$ cat src/rtl/inst_fetch_ctrl.sv
// inst_fetch_ctrl: instruction-fetch sequencer for the MIPS core.
// Owns the program counter and issues one fetch per cycle to a synchronous ROM
// that has one cycle of read latency. A one-entry skid buffer holds the
// returned word while decode stalls. Redirects squash wrong-path fetches.
//
// Ports:
//   clock, reset     - single clock, synchronous active-high reset
//   rom_addr         - byte address to the ROM (combinational, redirect-aware)
//   rom_data         - ROM word for the address presented one cycle earlier
//   stall            - decode not ready; output is not consumed this cycle
//   redirect_valid   - taken branch/jump pulse, redirect_pc is the target
//   inst_valid       - inst_out/pc_out carry a live instruction
//   inst_out, pc_out - instruction word and its byte address (0 when not valid)
//   fetch_fault      - pc_out lies beyond the ROM, so the ROM word is aliased
module inst_fetch_ctrl #(
  parameter int unsigned ADDR_WIDTH = 8,
  parameter logic [31:0] RESET_PC   = 32'h0000_0000
) (
  input  logic        clock,
  input  logic        reset,
  output logic [31:0] rom_addr,
  input  logic [31:0] rom_data,
  input  logic        stall,
  input  logic        redirect_valid,
  input  logic [31:0] redirect_pc,
  output logic        inst_valid,
  output logic [31:0] inst_out,
  output logic [31:0] pc_out,
  output logic        fetch_fault
);

  // Address bits above the ROM's byte range; any set bit means aliasing.
  localparam logic [31:0] FaultMask = ~((32'h1 << (ADDR_WIDTH + 2)) - 32'h1);

  // Skid occupancy: StHold means the skid buffer holds a live instruction.
  typedef enum logic [0:0] {StRun, StHold} skid_state_e;

  skid_state_e skid_state_q, skid_state_d;
  logic [31:0] fetch_pc_q, fetch_pc_d;
  logic        inflight_valid_q, inflight_valid_d;
  logic [31:0] inflight_pc_q, inflight_pc_d;
  logic [31:0] skid_data_q, skid_data_d;
  logic [31:0] skid_pc_q, skid_pc_d;

  logic        skid_valid;
  logic        issue;
  logic        live;
  logic [31:0] redirect_addr;
  logic [31:0] sel_inst;
  logic [31:0] sel_pc;

  // Output path and ROM address select.
  always_comb begin
    skid_valid    = (skid_state_q == StHold);
    issue         = redirect_valid | ~stall;
    // Misaligned targets are silently word-aligned.
    redirect_addr = redirect_pc & 32'hFFFF_FFFC;
    rom_addr      = redirect_valid ? redirect_addr : fetch_pc_q;

    // A redirect kills whatever would have been shown this cycle.
    live     = (skid_valid | inflight_valid_q) & ~redirect_valid;
    sel_inst = skid_valid ? skid_data_q : rom_data;
    sel_pc   = skid_valid ? skid_pc_q : inflight_pc_q;

    inst_valid  = live;
    inst_out    = live ? sel_inst : 32'h0;
    pc_out      = live ? sel_pc : 32'h0;
    fetch_fault = live & (|(sel_pc & FaultMask));
  end

  // Next-state logic.
  always_comb begin
    fetch_pc_d       = fetch_pc_q;
    inflight_valid_d = issue;
    inflight_pc_d    = inflight_pc_q;
    skid_state_d     = skid_state_q;
    skid_data_d      = skid_data_q;
    skid_pc_d        = skid_pc_q;

    if (issue) begin
      inflight_pc_d = rom_addr;
      fetch_pc_d    = rom_addr + 32'd4;
    end

    unique case (skid_state_q)
      StRun: begin
        // Capture only happens when issue is blocked, so a second response
        // can never land on a full skid.
        if (!redirect_valid && inflight_valid_q && stall) begin
          skid_state_d = StHold;
          skid_data_d  = rom_data;
          skid_pc_d    = inflight_pc_q;
        end
      end
      StHold: begin
        if (redirect_valid || !stall) begin
          skid_state_d = StRun;
        end
      end
      default: skid_state_d = StRun;
    endcase
  end

  always_ff @(posedge clock) begin
    if (reset) begin
      fetch_pc_q       <= RESET_PC;
      inflight_valid_q <= 1'b0;
      inflight_pc_q    <= 32'h0;
      skid_state_q     <= StRun;
      skid_data_q      <= 32'h0;
      skid_pc_q        <= 32'h0;
    end else begin
      fetch_pc_q       <= fetch_pc_d;
      inflight_valid_q <= inflight_valid_d;
      inflight_pc_q    <= inflight_pc_d;
      skid_state_q     <= skid_state_d;
      skid_data_q      <= skid_data_d;
      skid_pc_q        <= skid_pc_d;
    end
  end

endmodule

$ cat config.mk
export PLATFORM = sky130hd
export DESIGN_NAME = inst_fetch_ctrl
export DESIGN_NICKNAME = d
export VERILOG_FILES = /design/src/rtl/inst_fetch_ctrl.sv
export SDC_FILE = /design/constraint.sdc
export NUM_CORES = 1
export LEC_CHECK = 0
export ABC_AREA = 1
export CAP_MARGIN = 20
export CORE_ASPECT_RATIO = 0.7
export CORE_UTILIZATION = 54
export CTS_BUF_LIST = sky130_fd_sc_hd__clkbuf_8 sky130_fd_sc_hd__clkbuf_16
export DETAILED_ROUTE_END_ITERATION = 10
export PLACE_DENSITY = 0.93
export SKIP_LAST_GASP = 1
export SYNTH_ARGS = -nofsm -noshare
export SYNTH_HDL_FRONTEND = slang
export SYNTH_SLANG_ARGS = --single-unit
$ cat constraint.sdc
create_clock -name clock -period 3.8 [get_ports clock]
set_clock_uncertainty 0.05 [all_clocks]
set_input_delay 0.57 -clock clock [delete_from_list [all_inputs] [get_ports clock]]
set_output_delay 0.57 -clock clock [all_outputs]
set_load 0.03 [all_outputs]
==> impl_results.md <==
- # diodes: 0
- Hold buffers post-CTS: 0
- Worst-path clk slew: about 0.06 ns
- Total CTS buffers: 17
- Worst R2R Path Depth: 5
- Violated checks: DRC
- Syn_nets: 1,182
- Top-area cell type share of the netlist area: roughly 37%
- Mapped Cells: 1,113
- Max transition margin: 27.83%
- Crit path capture type: output port
- Crit share post-route: 84.38%
- Synth unique cells: 33
- Crit path capture: rom_addr[29]
- Vias in the first global route: 6,623
- Detailed-placement wirelength estimate: between 10,000 and 15,000 um
- Clock tree buffer depth: 2
- Final Wtd Congestion: 0.9045
- Setup bufs post-CTS: 0
- Nets: 1,310
- Worst hold path type: reg -> reg
- GRT Overall Usage: 29.53%
- Post-cts sizing count: 0
- Vias: 7,413
- Layout cells sized above 1: approximately 14%
- R2R Setup Slk: about 1.5 ns
- Worst Setup SP: redirect_valid
- Largest cells by area after synthesis: dfxtp_1 37%, nand2_1 17%, o21ai_0 9.3%, inv_1 7.4%, a21oi_1 6.3%
- Row count: 34
- Status: complete, but fails checks
- Synth Register Bits: 128
- Most frequent cells in the layout: 320 x nand2_1, 140 x inv_1, 131 x o21ai_0
- CP Class: in -> out
- Core area: between 10,000 and 15,000 um^2
- Max-cap violations: 0
- Grt total ovfl: 0
- Startpoint Class: input pin
- Max VDD drop: roughly 0.00034 V
- Worst r2r src: skid_state_q
- Synth Cell Area: about 7000 um^2
- I/O pins: 166
- Initial antenna violation count: 0
- Commonest non-fill, non-tap cell in the layout: nand2_1
- CP arrival: 2.59 ns
- Static leakage: 4.224 nW
- DRC violations left: 22
- Final Hold Vio Count: 0
- Setup-failing EPs final: 0
- Die Y-Extent: 97.37 um
- Mean Syn Cell Area: ~6.3 um^2
- Iteration-0 DRC Markers: 620
- Overall power: about 3.7 mW
- Sink Count: around 130
- CTS tree: built
- Slew @ Worst Pin: 1.082 ns
- Worst EP required: 3.18 ns
- Starting density of the core: a little under three fifths
- Vias per cell: 5.235
- Sequential area share after synthesis: 36.52%
- Fill count: around 1,000
- Pwr/cell area: 413.0 nW/um^2
- Leading area contributor after synthesis: dfxtp_1
- DR WL/cell: 13.91 um
- Minimum clock period: approximately 3.2 ns
- # H-tree levels: 4
- DRT Pass-1 Iters: 8
- F_max: 311.9 MHz
- Setup tns final: 0 ns
- Ys Warns: 0
- Area of the die: 13,460 um^2
- Clock root cell: clkbuf_16
- Total Wirelength: roughly 20,000 um
- Max-slew violations: 0
- R2R Path End: skid_pc_q[14]
- First-pass GRT wire length: 32,220 um
- Unrepaired setup endpoints after global routing: false
- IO buf count: approximately 160
- Die width: between 100 and 150 um
- Pin count of the biggest net entering global routing: 101
- Layout area overhead: 28.67%
- Clk_lat worst skew: between 0.4 and 0.5 ns
- Critical Path Fanout Max: 35
- Final core utilization: 71.94%
- Antenna-violating nets left: 0
cells by family (layout without fill, tap and decap cells):
| logic type | after synthesis | count (layout) | share of synthesized area, % |
|---|---|---|---|
| buffers and inverters | 208 | 349 | 12.39 |
| AND/OR/NAND/NOR | 522 | 522 | 31.92 |
| flip-flops | 128 | 128 | 36.52 |
| AO/OA/AOI/OAI | 254 | 254 | 18.99 |
| adder cells (fa/ha/maj) | 1 | 1 | 0.1783 |
synthesized netlist by cell type:
cell / number
nand2_1: 320
inv_1: 139
o21ai_0: 131
dfxtp_1: 128
nor2_1: 112
a21oi_1: 88
clkbuf_1: 34
nand2_2: 29
nand3_1: 26
buf_2: 18
a211oi_1: 11
nor2_2: 11
o21a_1: 8
a31oi_1: 7
nor2_4: 7
o21ai_1: 7
nand2_4: 6
buf_1: 4
buf_6: 4
inv_2: 4
nand4_1: 4
nor3_1: 4
a22o_1: 1
buf_12: 1
buf_4: 1
buf_8: 1
clkinv_1: 1
clkinv_4: 1
ha_1: 1
nand3_2: 1
nor2_8: 1
nor3_4: 1
o22ai_1: 1
stage by stage:
stage / hold slack [ns] / instance area (um^2) / setup slack, ns / cells
3_5_place_dp: 0.3933 / 8444 / 0.5245 / 1384
2_1_floorplan: 0.3762 / 7017 / 1.233 / 1113
6_report: 0.4019 / 9029 / 0.5937 / 1416
4_1_cts: 0.4021 / 9029 / 0.6091 / 1416
3_3_place_gp: 0.3884 / 8444 / 0.5989 / 1384
5_1_grt: 0.4186 / 9029 / 0.5089 / 1416
flip-flops by register name, summed over array words and instances (netlist names):
name,flops
skid_data_q,32
fetch_pc_q,32
inflight_valid_q,1
skid_pc_q,32
skid_state_q,1
inflight_pc_q,30
power breakdown:
part / internal (mW) / switching (mW) / leakage, nW
Sequential: 1.42 / 0.0419 / 1.05
Combinational: 0.241 / 0.409 / 2.89
Clock: 0.975 / 0.644 / 0.287
Total: 2.63 / 1.10 / 4.22
per-layer routing:
layer  global-route usage, %  vias to the layer above  part of all wire, %
met4                   10.72                        0                  1.9
met2                   45.92                      310                   44
met3                   6.999                       32                  8.5
met1                   39.91                     3323                   45
met5                       0                        -                    0
li1                        -                     3748                    -
worst min path at each step:
| stage | startpoint | end | slack [ns] | depth (start not counted) |
|---|---|---|---|---|
| floorplan | fetch_pc_q[19] | fetch_pc_q[19] | 0.38 | 2 |
| global placement | fetch_pc_q[30] | fetch_pc_q[30] | 0.39 | 2 |
| detailed placement | skid_pc_q[21] | skid_pc_q[21] | 0.39 | 2 |
| CTS | skid_pc_q[21] | skid_pc_q[21] | 0.40 | 2 |
| global route | skid_pc_q[21] | skid_pc_q[21] | 0.42 | 2 |
| finish | skid_pc_q[21] | skid_pc_q[21] | 0.40 | 2 |
critical path, cell delays in order:
cell and delay, ns:
clkdlybuf4s50_1 0.56, buf_4 0.41, nand2_1 0.15, nand2_1 0.19
clkdlybuf4s50_1 0.70
area by class of cell:
type                       instances  area, um^2  share of cell area (%)
multi-input combinational        777        3590                   39.76
clock inverter                    15       158.9                   1.760
sequential                       128        2566                   28.42
inverter                         145       549.3                   6.084
clock buffer                      17       425.4                   4.712
tap                              162       202.7                   2.245
timing repair buffer             172        1536                   17.02
Note: power is estimated with default switching activity, not from simulation.
